===== config.mk =====
export PLATFORM = sky130hd
export DESIGN_NAME = concat_imm_s
export DESIGN_NICKNAME = d
export VERILOG_FILES = /design/src/rtl/concat_imm_s.sv
export SDC_FILE = /design/constraint.sdc
export NUM_CORES = 1
export LEC_CHECK = 0
export BUFFER_PORTS_ARGS = -buffer_cell sky130_fd_sc_hd__buf_2
export CAP_MARGIN = 20
export CORE_MARGIN = 3
export CORE_UTILIZATION = 41
export CTS_CLUSTER_SIZE = 20
export DETAILED_ROUTE_END_ITERATION = 12
export HOLD_SLACK_MARGIN = 0.02
export MAX_ROUTING_LAYER = met4
export PLACE_DENSITY = 0.83
export SLEW_MARGIN = 30
export SYNTH_ARGS = -nofsm -noshare
export SYNTH_HDL_FRONTEND = slang
export SYNTH_SLANG_ARGS = --single-unit

===== constraint.sdc =====
create_clock -name clk -period 1.6 [get_ports clk]
set_input_delay 0.24 -clock clk [delete_from_list [all_inputs] [get_ports clk]]
set_output_delay 0.24 -clock clk [all_outputs]
set_load 0.1 [all_outputs]

===== src/rtl/concat_imm_s.sv =====
// Registered S-type immediate assembler: joins imm[4:0] and imm[11:5]
// into a 12-bit immediate plus a sign/zero-extended operand copy.
module concat_imm_s #(
  parameter int W_LO  = 5,
  parameter int W_HI  = 7,
  parameter int W_EXT = 32
) (
  input  logic                 clk,
  input  logic                 rst,
  input  logic                 in_valid,
  input  logic [W_LO-1:0]      Num_A,
  input  logic [W_HI-1:0]      Num_B,
  input  logic                 sext,
  output logic [W_LO+W_HI-1:0] Salida,
  output logic [W_EXT-1:0]     Salida_ext,
  output logic                 out_valid,
  output logic                 is_zero
);

  localparam int W_IMM = W_LO + W_HI;

  logic [W_IMM-1:0] imm;
  logic [W_EXT-1:0] imm_ext;

  logic [W_IMM-1:0] salida_d, salida_q;
  logic [W_EXT-1:0] ext_d, ext_q;
  logic             valid_d, valid_q;
  logic             zero_d, zero_q;

  always_comb begin
    imm     = {Num_B, Num_A};
    imm_ext = sext ? W_EXT'($signed(imm)) : W_EXT'(imm);
  end

  // Inputs only reach the datapath under in_valid, so idle X cannot leak.
  always_comb begin
    salida_d = salida_q;
    ext_d    = ext_q;
    zero_d   = zero_q;
    valid_d  = 1'b0;
    if (in_valid) begin
      salida_d = imm;
      ext_d    = imm_ext;
      zero_d   = (imm == '0);
      valid_d  = 1'b1;
    end
  end

  always_ff @(posedge clk) begin
    if (rst) begin
      salida_q <= '0;
      ext_q    <= '0;
      valid_q  <= 1'b0;
      zero_q   <= 1'b0;
    end else begin
      salida_q <= salida_d;
      ext_q    <= ext_d;
      valid_q  <= valid_d;
      zero_q   <= zero_d;
    end
  end

  assign Salida     = salida_q;
  assign Salida_ext = ext_q;
  assign out_valid  = valid_q;
  assign is_zero    = zero_q;

endmodule


* Yosys cells after proc, flatten, opt, wreduce, memory -nomap -nowiden
Index checks and enable logic that the tools add are counted.
Word-level totals: bits in registers 46, bits in latches 0, RAM bits 0, memory bits (read-only) 0, input port bits 16, word-level logic and storage cells 7, memories 0
Operators by class: add/subtract/negate cells 0, multipliers 0, divide/modulo/power cells 0, $lt $le $gt $ge 0, eq/ne operators 0, shifts and indexed selects 0, multiplexer cells 2, bitwise logic cells 0, reduce and logical (&&, ||, !) cells 1
Operators by type and width (number):
- 32-bit 2-to-1 mux | 1
- 12-bit zero test | 1
- 1-bit 2-to-1 mux | 1

* Logic depth before layout (Yosys ltp)
word-level depth 1, mapped depth 4, gate-level depth less buffers 3

* Worst setup path after synthesis
No wires, ideal clock.
path kind flip-flop to output port, start register Salida_ext[30] (netlist name), end output Salida_ext[13], arrival 1.697 ns, required time 1.360 ns, slack -0.337 ns, stages on the path, launching flop included 2, buffers on the path 1, cells stage by stage dfxtp_1 -> buf_4
RTL lines:
- end: declaration | line 15 | output logic [W_EXT-1:0] Salida_ext,

* Worst setup path in the final report
start register ext_q[30], in the netlist Salida_ext[30], end output Salida_ext[30]
RTL lines:
- start: declaration | line 26 | logic [W_EXT-1:0] ext_d, ext_q;
- start signal: assignment | line 57 | ext_q <= ext_d;
No word-level cell between the ends.

==> results.cfg <==
[global_route]
antenna_found_initial = 0
grt.overflow.total = 0
grt_pass1_wl_um = 2249
grt_pass1_vias = 501
grt_max_degree = 22
grt_usage = 0.1236

[floorplanning]
die_area_um2 = 2537
rows = 15
die_x_um = 50.37
ioPinCount = 62
core_area_um2 = 1783
die_h_um = 50.37
initial_core_util = 0.4526

[critical_path]
r2r-start = Salida_ext[30]
critical_path.slowest_cell = dfxtp_2
max_stage_delay_ns = 0.48
cp_num_buf_inv = 1
worstSetupEndpointType = output pin
required_ns = 1.36
cpLargestDelayFamily = flip-flops
crit_type = reg -> out
startpoint_type = flip-flop
worst-path-max-fanout = 21
path_cells = buf_2
timing.rr.end = Salida_ext[30]
rr_worst_depth = 2
reg2reg_slack_ns = 0.86
crit_arrival_ns = 1.24

[synth]
netlist_instances = 83
synth_top_area_cell = dfxtp_1
yosys-top-cells-count = buf_4, dfxtp_1, mux2i_1, nor2_1, nor4_2
seq_area_frac_synth = 0.3721
netlist_area_um2 = 807.0
synth_edf_count = 0
synthArstFlopShare = 0
synth_most_common_cell = buf_4
yosysWarnings = 0
synth_ff_type = dfxtp_1
yosysUniqueCellTypes = 13
synth_seq_cells = 15
syn_avg_cell_area_um2 = 9.723
ys_top_cells_by_area = dfxtp_1, buf_4, mux2i_1
synth_top_area_frac = 0.3721
syn_nets = 99

[place]
gp_congestion = 0.6528
post-place-cells = 135
place_area_um2 = 895.9
portBuffers = 61
post-place-ws_ns = 0.4098
hpwl_um = 1238

[pwr]
p_per_area_nw_per_um2 = 1257
clockPowerShare = 0.185
seq_power_share = 0.356
leakagePower_nw = 0.5441
internal_power_uw = 563.9
pwr-share-comb = 0.459
switching_share = 0.5133
total_power_mw = 1.159
peakVddDrop_mv = 0.7098
p_sw_uw = 594.8

[cells_and_area]
area_growth_pct = 14.26
fill_cells = 179
fin_nets = 131
seq_area_um2 = 316.6
layout-drive-gt1-share = 0.7018
final_cell_area_um2 = 922.1
final_util = 0.5172
multi_input_area_um2 = 242.7
diodes = 0
stdcell_count = 139

[status]
status = completed

[sta]
period_share = 0.9242
setup_viol = 0
slew_headroom = 0.6713
rsz0062_at_grt = false
fin_crit_ns = 1.479
fin_hold_ws_ns = 0.2179
finalSetupTns_ns = 0
max_freq_mhz = 676.2
worst_pin_slew_ns = 0.4964
timing.final.ws_setup_ns = 0.1212
hold_viol = 0
slew_violations = 0
clock_skew_ns = 0

[clocking]
clock_sinks = 15
postCtsSetupBuffers = 0
h-tree-depth = 1
cts_tree = yes
numCtsBuffers = 3
clockBufferDepth = 2
cts.repair.resized = 0
path_clk_slew_ns = 0.08
cts-root-buf = clkbuf_4
insertion_delay_ns = 0.28
cts_hold_buf = 0

[hold_path]
min_to = Salida_ext[30]
hold_class = in -> reg
min_from = sext
whs_path_depth = 3

[detailed_routing]
drt-initial-drc-count = 4
dr.pass1.iters = 3
drt_wl_total_um = 1548
vias = 607
wire_per_inst_um = 11.14
drc = 0
viasPerCell = 4.367
ant_nets = 0

[run]
drv_cap = 0
sequential cells by signal, summed over array words and instances (netlist names):
register	count
Salida	11
is_zero	1
out_valid	1
Salida_ext	2
power by group through the flow:
stage | Clock, mW | Sequential (mW) | Combinational (mW)
floorplan | 0 | 0.568 | 0.358
global placement | 0 | 0.420 | 0.531
detailed placement | 0 | 0.422 | 0.534
CTS | 0.222 | 0.414 | 0.534
global route | 0.236 | 0.417 | 0.545
finish | 0.215 | 0.413 | 0.531
worst min-delay path, delay by kind of cell:
| family | cells | cell delay (ns) |
|---|---|---|
| buf+inv | 1 | 0.10 |
| compound gates | 1 | 0.06 |
| simple gates | 1 | 0.07 |
cell families after synthesis:
family | after synthesis | share of synthesized area
multiplexers | 12 | 0.1488
AND/OR/NAND/NOR | 20 | 0.1395
flip-flops | 15 | 0.3721
AO/OA/AOI/OAI | 2 | 0.01240
buffers and inverters | 34 | 0.3271
worst max-delay path by stage:
| stage | startpoint | depth (start not counted) | endpoint | slack (ns) |
|---|---|---|---|---|
| finish | Salida_ext[30] | 1 | Salida_ext[30] | 0.12 |
| global route | Salida_ext[30] | 1 | Salida_ext[12] | 0.03 |
| CTS | Salida_ext[30] | 1 | Salida_ext[30] | 0.1 |
| detailed placement | Salida_ext[30] | 1 | Salida_ext[30] | 0.41 |
| global placement | Salida_ext[30] | 1 | Salida_ext[22] | 0.45 |
| floorplan | Salida_ext[30] | 1 | Salida_ext[13] | 0.15 |
cell usage in the layout (no fill, tap or decap), drive strengths merged:
cell and instances:
mux2i 12, nor4 3, dfxtp 15, nand4 1
nor2 12, a21oi 2, buf 61, nor2b 1
clkbuf 4, nand3 1, nand2b 2
cell type report:
cell class	instances	share of cell area
Sequential cell	15	0.3433
Timing Repair Buffer	61	0.3311
Clock buffer	4	0.02849
Tap cell	25	0.03392
Multi-Input combinational cell	34	0.2632
routing by layer:
metal / share of wire / routed length (um) / track usage / vias up
li1: - / - / - / 300
met1: 0.37 / 566 / 0.1311 / 265
met2: 0.49 / 762 / 0.2043 / 38
met3: 0.12 / 183 / 0.03858 / 4
met4: 0.023 / 35 / 0.06726 / 0
met5: 0 / 0 / - / -
No activity file was read; power rests on OpenSTA's default activity.
